## src/rtl/fp_divider_seq_if.sv

```systemverilog
// Handshake/data bundle for fp_divider_seq.
//   master : operand source + result consumer (drives in_valid, a, b, out_ready)
//   slave  : the divider (drives in_ready, out_valid, q, flag_*)
// Port summary:
//   in_valid/in_ready   operand handshake
//   a, b                dividend / divisor, {sign, exponent, mantissa}
//   out_valid/out_ready result handshake
//   q                   quotient
//   flag_nv/dz/of/uf    invalid, divide-by-zero, overflow, underflow
interface fp_divider_seq_if #(
  parameter int EXP_W = 5,
  parameter int MAN_W = 10
);
  localparam int W = 1 + EXP_W + MAN_W;

  logic         in_valid;
  logic         in_ready;
  logic [W-1:0] a;
  logic [W-1:0] b;
  logic         out_valid;
  logic         out_ready;
  logic [W-1:0] q;
  logic         flag_nv;
  logic         flag_dz;
  logic         flag_of;
  logic         flag_uf;

  modport master (
    output in_valid, a, b, out_ready,
    input  in_ready, out_valid, q, flag_nv, flag_dz, flag_of, flag_uf
  );

  modport slave (
    input  in_valid, a, b, out_ready,
    output in_ready, out_valid, q, flag_nv, flag_dz, flag_of, flag_uf
  );
endinterface

```

## src/rtl/fp_divider_seq.sv

```systemverilog
// Iterative floating-point divider q = a / b for an EXP_W/MAN_W format.
// Radix-2 restoring division of the significands (MAN_W+3 quotient bits),
// round-to-nearest-even, subnormals flushed to zero, special cases resolved
// at accept time without entering the divide loop.
// Ports:
//   clk  rising-edge clock
//   rst  synchronous active-high reset (aborts any operation in flight)
//   bus  fp_divider_seq_if.slave: in_valid/in_ready/a/b, out_valid/out_ready/q,
//        flag_nv/flag_dz/flag_of/flag_uf
// Latency: specials 1 cycle after accept, normal operands MAN_W+5 cycles.
module fp_divider_seq #(
  parameter int EXP_W = 5,
  parameter int MAN_W = 10
) (
  input logic              clk,
  input logic              rst,
  fp_divider_seq_if.slave  bus
);

  localparam int W  = 1 + EXP_W + MAN_W;
  localparam int N  = MAN_W + 3;
  localparam int EW = EXP_W + 2;
  localparam int CW = $clog2(N);
  localparam logic signed [EW-1:0] BIAS    = EW'((1 << (EXP_W - 1)) - 1);
  localparam logic signed [EW-1:0] EXP_MAX = EW'((1 << EXP_W) - 1);

  typedef enum logic [1:0] {IDLE, DIV, NORM, DONE} state_t;

  state_t state, state_next;

  // operand fields
  logic               sa, sb;
  logic [EXP_W-1:0]   ea, eb;
  logic [MAN_W-1:0]   ma, mb;
  logic               a_zero, a_inf, a_nan;
  logic               b_zero, b_inf, b_nan;

  assign {sa, ea, ma} = bus.a;
  assign {sb, eb, mb} = bus.b;

  // exponent 0 covers both true zero and subnormals (flushed)
  assign a_zero = (ea == '0);
  assign b_zero = (eb == '0);
  assign a_inf  = (ea == '1) && (ma == '0);
  assign b_inf  = (eb == '1) && (mb == '0);
  assign a_nan  = (ea == '1) && (ma != '0);
  assign b_nan  = (eb == '1) && (mb != '0);

  // special-case resolution
  logic         spec_hit;
  logic [W-1:0] spec_q;
  logic         spec_nv, spec_dz;
  logic         s_res;

  assign s_res = sa ^ sb;

  always_comb begin
    spec_hit = 1'b0;
    spec_q   = '0;
    spec_nv  = 1'b0;
    spec_dz  = 1'b0;
    if (a_nan || b_nan || (a_zero && b_zero) || (a_inf && b_inf)) begin
      spec_hit = 1'b1;
      spec_q   = {1'b0, {EXP_W{1'b1}}, 1'b1, {(MAN_W-1){1'b0}}};
      spec_nv  = 1'b1;
    end else if (a_inf) begin
      spec_hit = 1'b1;
      spec_q   = {s_res, {EXP_W{1'b1}}, {MAN_W{1'b0}}};
    end else if (b_zero) begin
      spec_hit = 1'b1;
      spec_q   = {s_res, {EXP_W{1'b1}}, {MAN_W{1'b0}}};
      spec_dz  = 1'b1;
    end else if (a_zero || b_inf) begin
      spec_hit = 1'b1;
      spec_q   = {s_res, {(W-1){1'b0}}};
    end
  end

  // datapath state
  logic                  sign;
  logic [MAN_W:0]        div_r;
  logic [MAN_W+1:0]      rem;
  logic [N-1:0]          quo;
  logic [CW-1:0]         cnt;
  logic signed [EW-1:0]  exp_tmp;
  logic [W-1:0]          q_r;
  logic                  nv_r, dz_r, of_r, uf_r;

  // FSM next-state and handshake outputs
  logic in_ready, out_valid, accept;

  always_comb begin
    state_next = state;
    in_ready   = 1'b0;
    out_valid  = 1'b0;
    accept     = 1'b0;
    unique case (state)
      IDLE: begin
        in_ready = 1'b1;
        if (bus.in_valid) begin
          accept     = 1'b1;
          state_next = spec_hit ? DONE : DIV;
        end
      end
      DIV:  if (cnt == '0) state_next = NORM;
      NORM: state_next = DONE;
      DONE: begin
        out_valid = 1'b1;
        if (bus.out_ready) state_next = IDLE;
      end
      default: state_next = IDLE;
    endcase
  end

  always_ff @(posedge clk) begin
    if (rst) state <= IDLE;
    else     state <= state_next;
  end

  // one restoring step: the partial remainder is always below 2*divisor,
  // so the difference fits in MAN_W+1 bits before the doubling shift
  logic [MAN_W+1:0] div_ext;
  logic             ge;
  logic [MAN_W:0]   rem_sub;

  assign div_ext = {1'b0, div_r};
  assign ge      = (rem >= div_ext);
  assign rem_sub = ge ? (MAN_W+1)'(rem - div_ext) : rem[MAN_W:0];

  // normalise, round, range-check
  logic [MAN_W:0]       mant;
  logic                 guard, sticky, round_up;
  logic [MAN_W+1:0]     mant_r;
  logic signed [EW-1:0] exp_n, exp_r;
  logic [MAN_W-1:0]     frac;
  logic                 norm_of, norm_uf;
  logic [W-1:0]         norm_q;

  always_comb begin
    if (quo[N-1]) begin
      mant   = quo[N-1:2];
      guard  = quo[1];
      sticky = quo[0] | (rem != '0);
      exp_n  = exp_tmp;
    end else begin
      mant   = quo[N-2:1];
      guard  = quo[0];
      sticky = (rem != '0);
      exp_n  = exp_tmp - EW'(1);
    end
    round_up = guard & (sticky | mant[0]);
    mant_r   = {1'b0, mant} + (MAN_W+2)'(round_up);
    // carry out of the significand leaves 10..0: fraction is zero, bump exponent
    if (mant_r[MAN_W+1]) begin
      exp_r = exp_n + EW'(1);
      frac  = mant_r[MAN_W:1];
    end else begin
      exp_r = exp_n;
      frac  = mant_r[MAN_W-1:0];
    end
    norm_of = !exp_r[EW-1] && (exp_r >= EXP_MAX);
    norm_uf = exp_r[EW-1] || (exp_r == '0);
    if (norm_of)      norm_q = {sign, {EXP_W{1'b1}}, {MAN_W{1'b0}}};
    else if (norm_uf) norm_q = {sign, {(W-1){1'b0}}};
    else              norm_q = {sign, exp_r[EXP_W-1:0], frac};
  end

  always_ff @(posedge clk) begin
    if (rst) begin
      sign    <= 1'b0;
      div_r   <= '0;
      rem     <= '0;
      quo     <= '0;
      cnt     <= '0;
      exp_tmp <= '0;
      q_r     <= '0;
      nv_r    <= 1'b0;
      dz_r    <= 1'b0;
      of_r    <= 1'b0;
      uf_r    <= 1'b0;
    end else begin
      if (accept) begin
        sign    <= s_res;
        div_r   <= {1'b1, mb};
        rem     <= {1'b0, 1'b1, ma};
        quo     <= '0;
        cnt     <= CW'(N - 1);
        exp_tmp <= $signed({2'b00, ea}) - $signed({2'b00, eb}) + BIAS;
        nv_r    <= spec_nv;
        dz_r    <= spec_dz;
        of_r    <= 1'b0;
        uf_r    <= 1'b0;
        if (spec_hit) q_r <= spec_q;
      end
      if (state == DIV) begin
        rem <= {rem_sub, 1'b0};
        quo <= {quo[N-2:0], ge};
        cnt <= cnt - CW'(1);
      end
      if (state == NORM) begin
        q_r  <= norm_q;
        of_r <= norm_of;
        uf_r <= norm_uf;
      end
    end
  end

  assign bus.in_ready  = in_ready;
  assign bus.out_valid = out_valid;
  assign bus.q         = q_r;
  assign bus.flag_nv   = nv_r;
  assign bus.flag_dz   = dz_r;
  assign bus.flag_of   = of_r;
  assign bus.flag_uf   = uf_r;

endmodule

```

## src/flat_wrapper.sv

```systemverilog
// flat-port wrapper written by rule: the top's interface ports become plain ports
module fp_divider_seq_flat 
#(
  parameter int EXP_W = 5,
  parameter int MAN_W = 10
)
  (clk, rst, bus_in_valid, bus_a, bus_b, bus_out_ready, bus_in_ready, bus_out_valid, bus_q, bus_flag_nv, bus_flag_dz, bus_flag_of, bus_flag_uf);
  fp_divider_seq_if #(.EXP_W(EXP_W), .MAN_W(MAN_W)) bus_i ();
  input logic clk;
  input logic rst;
  input wire logic [$bits(bus_i.in_valid)-1:0] bus_in_valid;
  input wire logic [$bits(bus_i.a)-1:0] bus_a;
  input wire logic [$bits(bus_i.b)-1:0] bus_b;
  input wire logic [$bits(bus_i.out_ready)-1:0] bus_out_ready;
  output wire logic [$bits(bus_i.in_ready)-1:0] bus_in_ready;
  output wire logic [$bits(bus_i.out_valid)-1:0] bus_out_valid;
  output wire logic [$bits(bus_i.q)-1:0] bus_q;
  output wire logic [$bits(bus_i.flag_nv)-1:0] bus_flag_nv;
  output wire logic [$bits(bus_i.flag_dz)-1:0] bus_flag_dz;
  output wire logic [$bits(bus_i.flag_of)-1:0] bus_flag_of;
  output wire logic [$bits(bus_i.flag_uf)-1:0] bus_flag_uf;
  assign bus_i.in_valid = bus_in_valid;
  assign bus_i.a = bus_a;
  assign bus_i.b = bus_b;
  assign bus_i.out_ready = bus_out_ready;
  assign bus_in_ready = bus_i.in_ready;
  assign bus_out_valid = bus_i.out_valid;
  assign bus_q = bus_i.q;
  assign bus_flag_nv = bus_i.flag_nv;
  assign bus_flag_dz = bus_i.flag_dz;
  assign bus_flag_of = bus_i.flag_of;
  assign bus_flag_uf = bus_i.flag_uf;
  fp_divider_seq #(.EXP_W(EXP_W), .MAN_W(MAN_W)) u_core (.clk(clk), .rst(rst), .bus(bus_i));
endmodule
```

## config.mk

```make
export PLATFORM = sky130hd
export DESIGN_NAME = fp_divider_seq_flat
export DESIGN_NICKNAME = d
export VERILOG_FILES = /design/src/rtl/fp_divider_seq_if.sv /design/src/rtl/fp_divider_seq.sv /design/src/flat_wrapper.sv
export SDC_FILE = /design/constraint.sdc
export NUM_CORES = 1
export LEC_CHECK = 0
export CAP_MARGIN = 15
export CORE_MARGIN = 3
export CORE_UTILIZATION = 61
export CTS_CLUSTER_DIAMETER = 30
export DETAILED_ROUTE_END_ITERATION = 8
export PLACE_DENSITY = 0.89
export RECOVER_POWER = 25
export SETUP_SLACK_MARGIN = 0.02
export SKIP_LAST_GASP = 1
export SLEW_MARGIN = 10
export SYNTH_ARGS = -nofsm -noshare
export SYNTH_HDL_FRONTEND = slang
export SYNTH_SLANG_ARGS = --single-unit
```

## constraint.sdc

```tcl
create_clock -name clk -period 6.5 [get_ports clk]
set_clock_uncertainty 0.05 [all_clocks]
set_input_delay 1.3 -clock clk [delete_from_list [all_inputs] [get_ports clk]]
set_output_delay 1.3 -clock clk [all_outputs]
set_load 0.05 [all_outputs]
```

**Yosys cells after proc, flatten, opt, wreduce, memory -nomap -nowiden**

Cells that the tools add are included.

- Logic and storage cells: 105
- Flip-flop bits (word level): 70
- Bits of input ports: 36
- Output and inout bits: 22

- Bitwise operators: 4
- Eq/ne operators: 8
- Multiplexer cells: 42
- $lt $le $gt $ge: 2
- $add $sub $neg: 7
- Reduce and logical (&&, ||, !) cells: 29

Operators by type and width:

| kind | number |
|---|---|
| $mux 16 | 7 |
| $mux 15 | 2 |
| $mux 13 | 2 |
| $mux 12 | 2 |
| $mux 11 | 2 |
| $logic_not 10->1 | 2 |
| $reduce_bool 10->1 | 2 |
| $mux 1 | 17 |
| $mux 7 | 2 |
| $add 11x1->12 | 1 |
| $ge 12x11->1 | 1 |
| $reduce_bool 12->1 | 1 |
| $sub 11x11->11 | 1 |
| $eq 5x5->1 const B | 2 |
| $logic_not 5->1 | 2 |
| $mux 10 | 1 |
| $mux 2 | 4 |
| $mux 4 | 2 |
| $pmux 2 s4 | 1 |
| $add 7x2->7 const B | 1 |
| $add 7x5->7 const B | 1 |
| $ge 7x6->1 const B | 1 |
| $logic_and 1x1->1 | 7 |
| $logic_not 7->1 | 1 |
| 18 further kinds | 27 |

**Depth between registers and ports, before layout**

Gate-level depths: netlist (run 1).

- Depth after elaboration: 12
- Gate-level depth with buffers: 15
- Mapped depth without buffers: 12

**Worst setup path after synthesis (run 1)**

No wires, ideal clock.

- Path type: flip-flop to flip-flop
- From: register u_core.exp_tmp[0]
- To: register u_core.q_r[2], in the netlist u_core.bus.q[2]
- Path slack: 3,200 ps
- Arrival time: 3,165 ps
- Data required time: 6,365 ps
- Cell stages (with the launch flop): 14
- Path buffers: 1
- Setup time: 85 ps
- Clock period less this slack: 3,300 ps
- Cells stage by stage: dfxtp_1 clkbuf_1 inv_1 ha_1 nor2b_1 a21oi_1 ha_1 inv_1 a2111o_1 and2_1 or4_4 a21oi_4 nand4b_4 o31ai_2

- Longest elaborated chain between the ends: 9
- Elaborated cells between the ends (all ways): 12
- Classes of those cells: 2 x add/sub; 1 x order compare; 5 x mux; 4 x reduce/logical

RTL lines:

| element | line | text |
|---|---|---|
| start: declaration | fp_divider_seq.sv:85 | `logic signed [EW-1:0] exp_tmp;` |
| start signal: assignment | fp_divider_seq.sv:188 | `exp_tmp <= $signed({2'b00, ea}) - $signed({2'b00, eb}) + BIAS;` |
| $sub 7x2->7 | fp_divider_seq.sv:149 | `exp_n = exp_tmp - EW'(1);` |
| $mux 7 (*) | fp_divider_seq.sv:140 | `if (quo[N-1]) begin` |
| $add 7x2->7 | fp_divider_seq.sv:155 | `exp_r = exp_n + EW'(1);` |
| $mux 7 (*) | fp_divider_seq.sv:154 | `if (mant_r[MAN_W+1]) begin` |
| parallel branches: the longest is 3 deep, another holds $ge 7x6->1 | n/a |  |
| $mux 15 (*) | fp_divider_seq.sv:163 | `if (norm_of) norm_q = {sign, {EXP_W{1'b1}}, {MAN_W{1'b0}}};` |
| $mux 16 (*) | fp_divider_seq.sv:200 | `if (state == NORM) begin` |
| end signal: assignment | fp_divider_seq.sv:193 | `if (spec_hit) q_r <= spec_q;` |
| end signal: assignment | fp_divider_seq.sv:201 | `q_r <= norm_q;` |
| end: declaration | fp_divider_seq.sv:86 | `logic [W-1:0] q_r;` |

Every way passes the cells marked *.
A chain may end at the register's enable or synchronous reset.

**Worst setup path in the final report (run 1)**

- From: input port bus_in_valid
- To: register u_core.rem[6]

- Longest elaborated chain between the ends: 3

RTL lines:

| element | line | text |
|---|---|---|
| start: declaration | flat_wrapper.sv:11 | `input wire logic [$bits(bus_i.in_valid)-1:0] bus_in_valid;` |
| $mux 1 | fp_divider_seq.sv:100 | `if (bus.in_valid) begin` |
| $mux 1 | fp_divider_seq.sv:97 | `unique case (state)` |
| $reduce_bool 2->1 (no source line) | n/a |  |
| end signal: assignment | fp_divider_seq.sv:185 | `rem <= {1'b0, 1'b1, ma};` |
| end signal: assignment | fp_divider_seq.sv:196 | `rem <= {rem_sub, 1'b0};` |
| end: declaration | fp_divider_seq.sv:82 | `logic [MAN_W+1:0] rem;` |

Every way passes these cells.

==> impl_metrics.csv, run 1 <==
group,metric,value,unit
die,start_util,63.08,%
detailed_routing,detail_route.iter0.violations,353,
synth,yosys_most_used_dff,"dfxtp_1",
clock_tree,deepest_level_of_the_cts_h_tree,3,
outcome,failed_checks,"max-capacitance violations, max-slew violations",
synth,synth_edf_count,0,
power_and_ir_drop,leakagePower,2.197,nW
detailed_routing,drt_pre_antenna_iters,5,
die,io-pin-count,58,
global_route,grtUsageTotal,28.80,%
sta,postLayoutSetupSlackWorst,2.776,ns
layout,syn2layout_area_growth,15.53,%
detailed_routing,drt.antenna.violating_nets,0,
detailed_routing,wl_per_cell,16.03,µm
clock_tree,num_cts_buffers,9,
clock_tree,post_cts.repair.setup_buffers,0,
placement,hpwlAfterDp,9061,µm
synth,post_synth_inst_count,642,
sta,timing.final.crit_period,3.724,ns
detailed_routing,detail_route.wirelength,12520,µm
global_route,overflow,0,
detailed_routing,top_layer_used,"met4",
hold_path,type_of_the_most_critical_hold_path,"flop to flop",
sta,worst_slew_margin_rel,-16.66,%
synth,synthArstFlopShare,0,%
detailed_routing,remaining_drc_errors,0,
placement,place_congestion,0.9554,
layout,mostFrequentLayoutCells,"nand2_1 (74), dfxtp_1 (70), nor2_1 (69), a21oi_1 (51), clkdlybuf4s50_1 (43)",
placement,place_ws,2.802,ns
layout,layout.nets,738,
outcome,run_status,"finished, violations left",
detailed_routing,viasPerCell,6.164,
critical_path,setup.worst_path.start,"bus_in_valid",
detailed_routing,route.met3.wl,648,µm
synth,postSynthNetCount,705,
power_and_ir_drop,power.ir.vdd_worst,229.9,µV
synth,synth_area_per_inst,7.632,µm²
synth,mappedNetlistArea,4900,µm²
global_route,antenna_found_initial,0,
critical_path,crit_type,"input port to flop",
detailed_routing,drt-met1-wl,5394,µm
global_route,grt_pass1_wl,21120,µm
critical_path,r2r_cells,12,
critical_path,worst_setup_path_start_kind,"input port",
layout,leading_cell_type_in_the_layout_fill_and_taps_excluded,"nand2_1",
clock_tree,tritoncts,"built",
critical_path,cp.required,6.71,ns
clock_tree,post_cts_resize_count,0,
clock_tree,cts_buffer_depth,2,
clock_tree,cts-root-buf,"clkbuf_8",
critical_path,regToRegStartpoint,"u_core.exp_tmp[0]$_SDFFE_PP0P_",
layout,diodes,0,
critical_path,worst_setup_path_end_kind,"flop",
die,core-area,7767,µm²
die,core.rowCount,32,
sta,timing.fmax,268.5,MHz
detailed_routing,route.met2.wl,6204,µm
sta,final-hold-violation-count,0,
hold_path,hp-start,"u_core.bus.q[7]$_SDFFE_PP0P_",
sta,final-max-slew-violation-count,40,
sta,setup_repair_after_global_routing_missed_its_margin,"no",
clock_tree,clk_latency,0.34,ns
die,die-area,9144,µm²
critical_path,data_arrival_time_of_the_critical_path,3.94,ns
detailed_routing,vias,4814,
sta,tightest_slew,1.750,ns
synth,total_of_flip_flops_plus_latches_after_synthesis,70,
power_and_ir_drop,powerDensity,423.7,nW/µm²
clock_tree,clkSlewWorstSetupHoldPaths,0.08,ns
critical_path,reg2reg_to,"u_core.bus.q[2]$_SDFFE_PP0P_",
clock_tree,cts.sink_count,70,
critical_path,cp_max_fo,39,
critical_path,reg2reg_slack,2.81,ns
critical_path,crit_end,"u_core.rem[6]$_SDFFE_PP0P_",
sta,final.setup.tns,0,ns
global_route,grt_start_max_net_pins,66,
layout,drive_gt1_share,5.155,%
global_route,grt_pass1_vias,4573,
placement,numPortBuffers,57,
clock_tree,cts.hold.buffers_added,0,
synth,post_synth_num_cell_types,62,
synth,synthesis.yosys.warnings,0,
sta,setup-violations-final,0,
die,die_h,95.63,µm
synth,sequential_area_share_after_synthesis,28.60,%
sta,timing.final.crit_share,57.29,%
die,die_w,95.63,µm
run,timing.max_cap.violations,1,
layout make-up:
class / instances / area (µm²)
Fill cell: 601 / 2107
Tap cell: 102 / 127.6
Multi-Input combinational cell: 496 / 3201
Clock buffer: 11 / 131.4
Sequential cell: 70 / 1401
Inverter: 37 / 138.9
Timing Repair Buffer: 61 / 611.8
Clock inverter: 4 / 48.80
power breakdown:
part	switching, W	internal [W]
Sequential	0.000102	0.000525
Combinational	0.000848	0.000582
Clock	0.000165	0.000175
Total	0.00112	0.00128
worst max-delay path: stages:
cell	delay, ns
dlygate4sd3_1	0.67
nand2_1	0.17
clkbuf_1	1.28
a211oi_1	0.24
a211oi_1	0.27
flip-flops by register name (all words and copies together), names as in the netlist:
name	cells
u_core.div_r	11
u_core.bus.flag_dz	1
u_core.cnt	4
u_core.exp_tmp	7
u_core.sign	1
u_core.bus.q	16
u_core.quo	13
u_core.bus.flag_uf	1
u_core.bus.flag_of	1
u_core.rem	12
u_core.state	2
u_core.bus.flag_nv	1
through the flow:
stage | cell area [µm²] | instances | total power [W] | utilization [%] | hold WS, ns
floorplan | 4900 | 642 | 0.001729 | - | 0.3853
global placement | 5456 | 765 | 0.001975 | 70.25 | 0.3878
detailed placement | 5456 | 765 | 0.002030 | 70.25 | 0.3969
CTS | 5637 | 780 | 0.002385 | 72.57 | 0.4124
global route | 5660 | 781 | 0.002573 | 72.87 | 0.4331
finish | 5660 | 781 | 0.002398 | 72.87 | 0.4083
synth_stat cells (4+ instances only):
| cell | n | share of area (%) |
|---|---|---|
| mux2_2 | 6 | 1.4 |
| or3_1 | 5 | 0.64 |
| nor3_1 | 17 | 1.7 |
| nand2b_1 | 8 | 1.0 |
| nand3_1 | 17 | 1.7 |
| o21a_1 | 4 | 0.61 |
| o21ai_0 | 30 | 3.1 |
| nand2_1 | 74 | 5.7 |
| a21oi_1 | 51 | 5.2 |
| and3_1 | 15 | 1.9 |
| inv_1 | 37 | 2.8 |
| nor2_1 | 69 | 5.3 |
| clkbuf_1 | 30 | 2.3 |
| a31oi_1 | 9 | 1.1 |
| xor2_1 | 9 | 1.6 |
| buf_1 | 4 | 0.31 |
| nor2b_1 | 10 | 1.3 |
| a211oi_1 | 28 | 4.3 |
| nand4_1 | 5 | 0.64 |
| nor4_1 | 12 | 1.5 |
| xnor2_1 | 19 | 3.4 |
| ha_1 | 25 | 6.4 |
| mux2i_1 | 21 | 4.3 |
| and2_1 | 4 | 0.51 |
| dfxtp_1 | 70 | 29 |
worst min path at each step:
| stage | end | cells past startpoint |
|---|---|---|
| detailed placement | u_core.bus.q[6]$_SDFFE_PP0P_ | 2 |
| CTS | u_core.div_r[5]$_SDFFE_PP0P_ | 2 |
| global placement | u_core.bus.q[8]$_SDFFE_PP0P_ | 2 |
| global route | u_core.div_r[7]$_SDFFE_PP0P_ | 2 |
| floorplan | u_core.div_r[10]$_SDFFE_PP0P_ | 2 |
| finish | u_core.bus.q[7]$_SDFFE_PP0P_ | 2 |
kinds of logic after synthesis:
kind of cell	share of synthesized area (%)
AND/OR/NAND/NOR	24.95
buffers and inverters	6.078
XOR/XNOR	5.490
multiplexers	5.669
AO/OA/AOI/OAI	22.01
flip-flops	28.60
adder cells (fa/ha/maj)	7.201
metal layers:
metal | vias up | global-route usage [%]
li1 | 2349 | -
met1 | 2251 | 38.04
met2 | 183 | 48.00
met3 | 31 | 3.631
met4 | 0 | 10.55
met5 | - | 0
Note: power is estimated with default switching activity, not from simulation.
==> inputs of run 2 (changes only) <==
- CORE_UTILIZATION: 61 -> 51
- PLACE_DENSITY: 0.89 -> 0.8
- clock period: 6.5 -> 3.2 ns (I/O delays scaled with it)
==> run 2 against run 1 <==
The run now ends clean. Global-route usage down 5.6 points. Clock power increased by 110%. Die area up 18%. Utilization fell by 10 points. Via count fell by 1.0%. Setup slack got worse by 2.7 ns. Design area grew 2.9%. Highest routed layer unchanged.
==> impl_metrics.csv, run 2 (synthesis results as in run 1) <==
group,metric,value,unit
outcome,run_status,"complete, no violations",
detailed_routing,drt.antenna.violating_nets,0,
critical_path,crit_type,"flop to flop",
critical_path,cp.required,3.43,ns
sta,final.setup.tns,0,ns
hold_path,hp-start,"u_core.div_r[3]$_SDFFE_PP0P_",
critical_path,cp_max_fo,5,
hold_path,hold_path_end,"u_core.div_r[3]$_SDFFE_PP0P_",
clock_tree,cts.sink_count,70,
detailed_routing,remaining_drc_errors,0,
critical_path,critical-path-slowest-cell,"or4_4",
clock_tree,tritoncts,"built",
power_and_ir_drop,clkPwrFrac,14.1,%
detailed_routing,drt_pre_antenna_iters,5,
critical_path,r2r_cells,12,
sta,hold_ws,0.4083,ns
detailed_routing,detail_route.iter0.violations,290,
detailed_routing,detail_route.wirelength,12660,µm
clock_tree,deepest_level_of_the_cts_h_tree,3,
critical_path,timing.critical_path.max_delay_family,"compound AO/OA/AOI/OAI gates",
die,core.rowCount,35,
die,start_util,52.78,%
critical_path,critPathBufInv,2,
layout,layout.nets,752,
layout,diodes,0,
placement,hpwlAfterDp,9280,µm
critical_path,regToRegStartpoint,"u_core.exp_tmp[1]$_SDFFE_PP0P_",
sta,final-hold-violation-count,0,
die,io-pin-count,58,
critical_path,worst_path_most_repeated_cell,"inv_1",
detailed_routing,drt-met1-wl,5834,µm
detailed_routing,vias,4764,
clock_tree,cts-root-buf,"clkbuf_8",
global_route,grt_pass1_wl,21110,µm
critical_path,reg2reg_slack,0.11,ns
layout,leading_cell_type_in_the_layout_fill_and_taps_excluded,"nand2_1",
layout,multiInputGateArea,3248,µm²
sta,timing.final.crit_share,96.43,%
clock_tree,clk_latency,0.35,ns
clock_tree,clkSlewWorstSetupHoldPaths,0.08,ns
clock_tree,cts_buffer_depth,2,
layout,mostFrequentLayoutCells,"nand2_1 (74), dfxtp_1 (70), nor2_1 (69), clkdlybuf4s50_1 (55), a21oi_1 (50)",
critical_path,slowest_delay,0.43,ns
detailed_routing,route.met3.wl,527,µm
placement,place_congestion,0.9252,
global_route,grt_pass1_vias,4457,
power_and_ir_drop,p_comb_share,60.9,%
sta,worst_slew_margin_rel,41.35,%
die,die_h,104.0,µm
detailed_routing,wl_per_cell,15.40,µm
global_route,overflow,0,
die,die-area,10820,µm²
critical_path,data_arrival_time_of_the_critical_path,3.31,ns
hold_path,worstHoldPathCells,2,
power_and_ir_drop,switching_power,0.002312,W
layout,drive_gt1_share,7.648,%
sta,setup-violations-final,0,
layout,final-seq-area,1401,µm²
clock_tree,num_cts_buffers,9,
layout,largest_register_ffs,16,
power_and_ir_drop,power.switching_fraction,46.03,%
power_and_ir_drop,internal-power,0.002711,W
die,core-area,9284,µm²
sta,final-max-slew-violation-count,0,
hold_path,type_of_the_most_critical_hold_path,"flop to flop",
detailed_routing,viasPerCell,5.796,
power_and_ir_drop,powerDensity,862.3,nW/µm²
global_route,grt_start_max_net_pins,56,
sta,tightest_slew,0.8798,ns
critical_path,setup.worst_path.start,"u_core.exp_tmp[1]$_SDFFE_PP0P_",
global_route,antenna_found_initial,0,
power_and_ir_drop,power.ir.vdd_worst,437.1,µV
run,timing.max_cap.violations,0,
detailed_routing,route.met2.wl,6040,µm
layout,fill_cells,827,
sta,timing.final.crit_period,3.086,ns
sta,timing.fmax,324.1,MHz
critical_path,worst_setup_path_end_kind,"flop",
layout,syn2layout_area_growth,18.90,%
detailed_routing,top_layer_used,"met4",
critical_path,reg2reg_to,"u_core.bus.q[4]$_SDFFE_PP0P_",
critical_path,worst_setup_path_start_kind,"flop",
critical_path,crit_path_cell_trace,"inv_1 > ha_1 > nor2b_1 > a21oi_2 > ha_2 > inv_1 > a2111o_1 > and2_4 > or4_4 > a21oi_4 > nand4b_4 > o31ai_2",
global_route,grtUsageTotal,23.20,%
power_and_ir_drop,leakagePower,2.216,nW
placement,numPortBuffers,57,
power_and_ir_drop,share_seq_of_total_power,25.0,%
die,die_w,104.0,µm
## run 2: cell type report
| type | instances | area share [%] |
|---|---|---|
| multi-input cells | 497 | 55.76 |
| flip-flops and latches | 70 | 24.05 |
| clock buffers | 11 | 2.427 |
| inverters | 37 | 2.384 |
| repair buffers | 74 | 11.79 |
| well taps | 129 | 2.771 |
| clock inverters | 4 | 0.8162 |
## run 2: power by group through the flow
| stage | Sequential, W | Clock, W | Combinational (W) |
|---|---|---|---|
| floorplan | 0.00134 | 0 | 0.00217 |
| global placement | 0.00126 | 0 | 0.00287 |
| detailed placement | 0.00127 | 0 | 0.00294 |
| CTS | 0.00125 | 0.000716 | 0.00297 |
| global route | 0.00128 | 0.000751 | 0.00338 |
| finish | 0.00126 | 0.000707 | 0.00306 |
## run 2: routing by layer
| layer | track usage, % | vias up |
|---|---|---|
| li1 | - | 2378 |
| met1 | 31.05 | 2232 |
| met2 | 38.81 | 129 |
| met3 | 2.359 | 25 |
| met4 | 8.547 | 0 |
| met5 | 0 | - |
## run 2: worst min-delay path, delay by kind of cell, from the launching register on
kind | cells | cell delay [ns]
simple gates | 1 | 0.05
compound gates | 1 | 0.05
flops | 1 | 0.31
## run 2: repair_timing
action / 4_1_cts / 5_1_grt
setup endpoints to repair: 0 / 17
resized for setup: 0 / 6
hold buffers: 0 / 0
setup buffers: 0 / 3
## run 2: worst max path at each step
stage / end / slack, ns / cells after the start
finish: u_core.bus.q[4]$_SDFFE_PP0P_ / 0.11 / 12
floorplan: u_core.bus.q[2]$_SDFFE_PP0P_ / 0.03 / 13
detailed placement: u_core.bus.q[2]$_SDFFE_PP0P_ / 0.04 / 12
global placement: u_core.bus.q[4]$_SDFFE_PP0P_ / 0.22 / 12
CTS: u_core.bus.q[2]$_SDFFE_PP0P_ / 0.02 / 12
global route: u_core.bus.q[4]$_SDFFE_PP0P_ / -0.07 / 12
## run 2: metrics by stage
stage	worst slack, ns	instance area (µm²)	utilization [%]	instances	total power, W
2_1_floorplan	0.03413	4906	-	642	0.003516
3_3_place_gp	0.2188	5575	60.05	803	0.004122
3_5_place_dp	0.03823	5575	60.05	803	0.004210
4_1_cts	0.02438	5764	62.09	818	0.004930
5_1_grt	-0.06809	5826	62.75	822	0.005413
6_report	0.1143	5826	62.75	822	0.005023
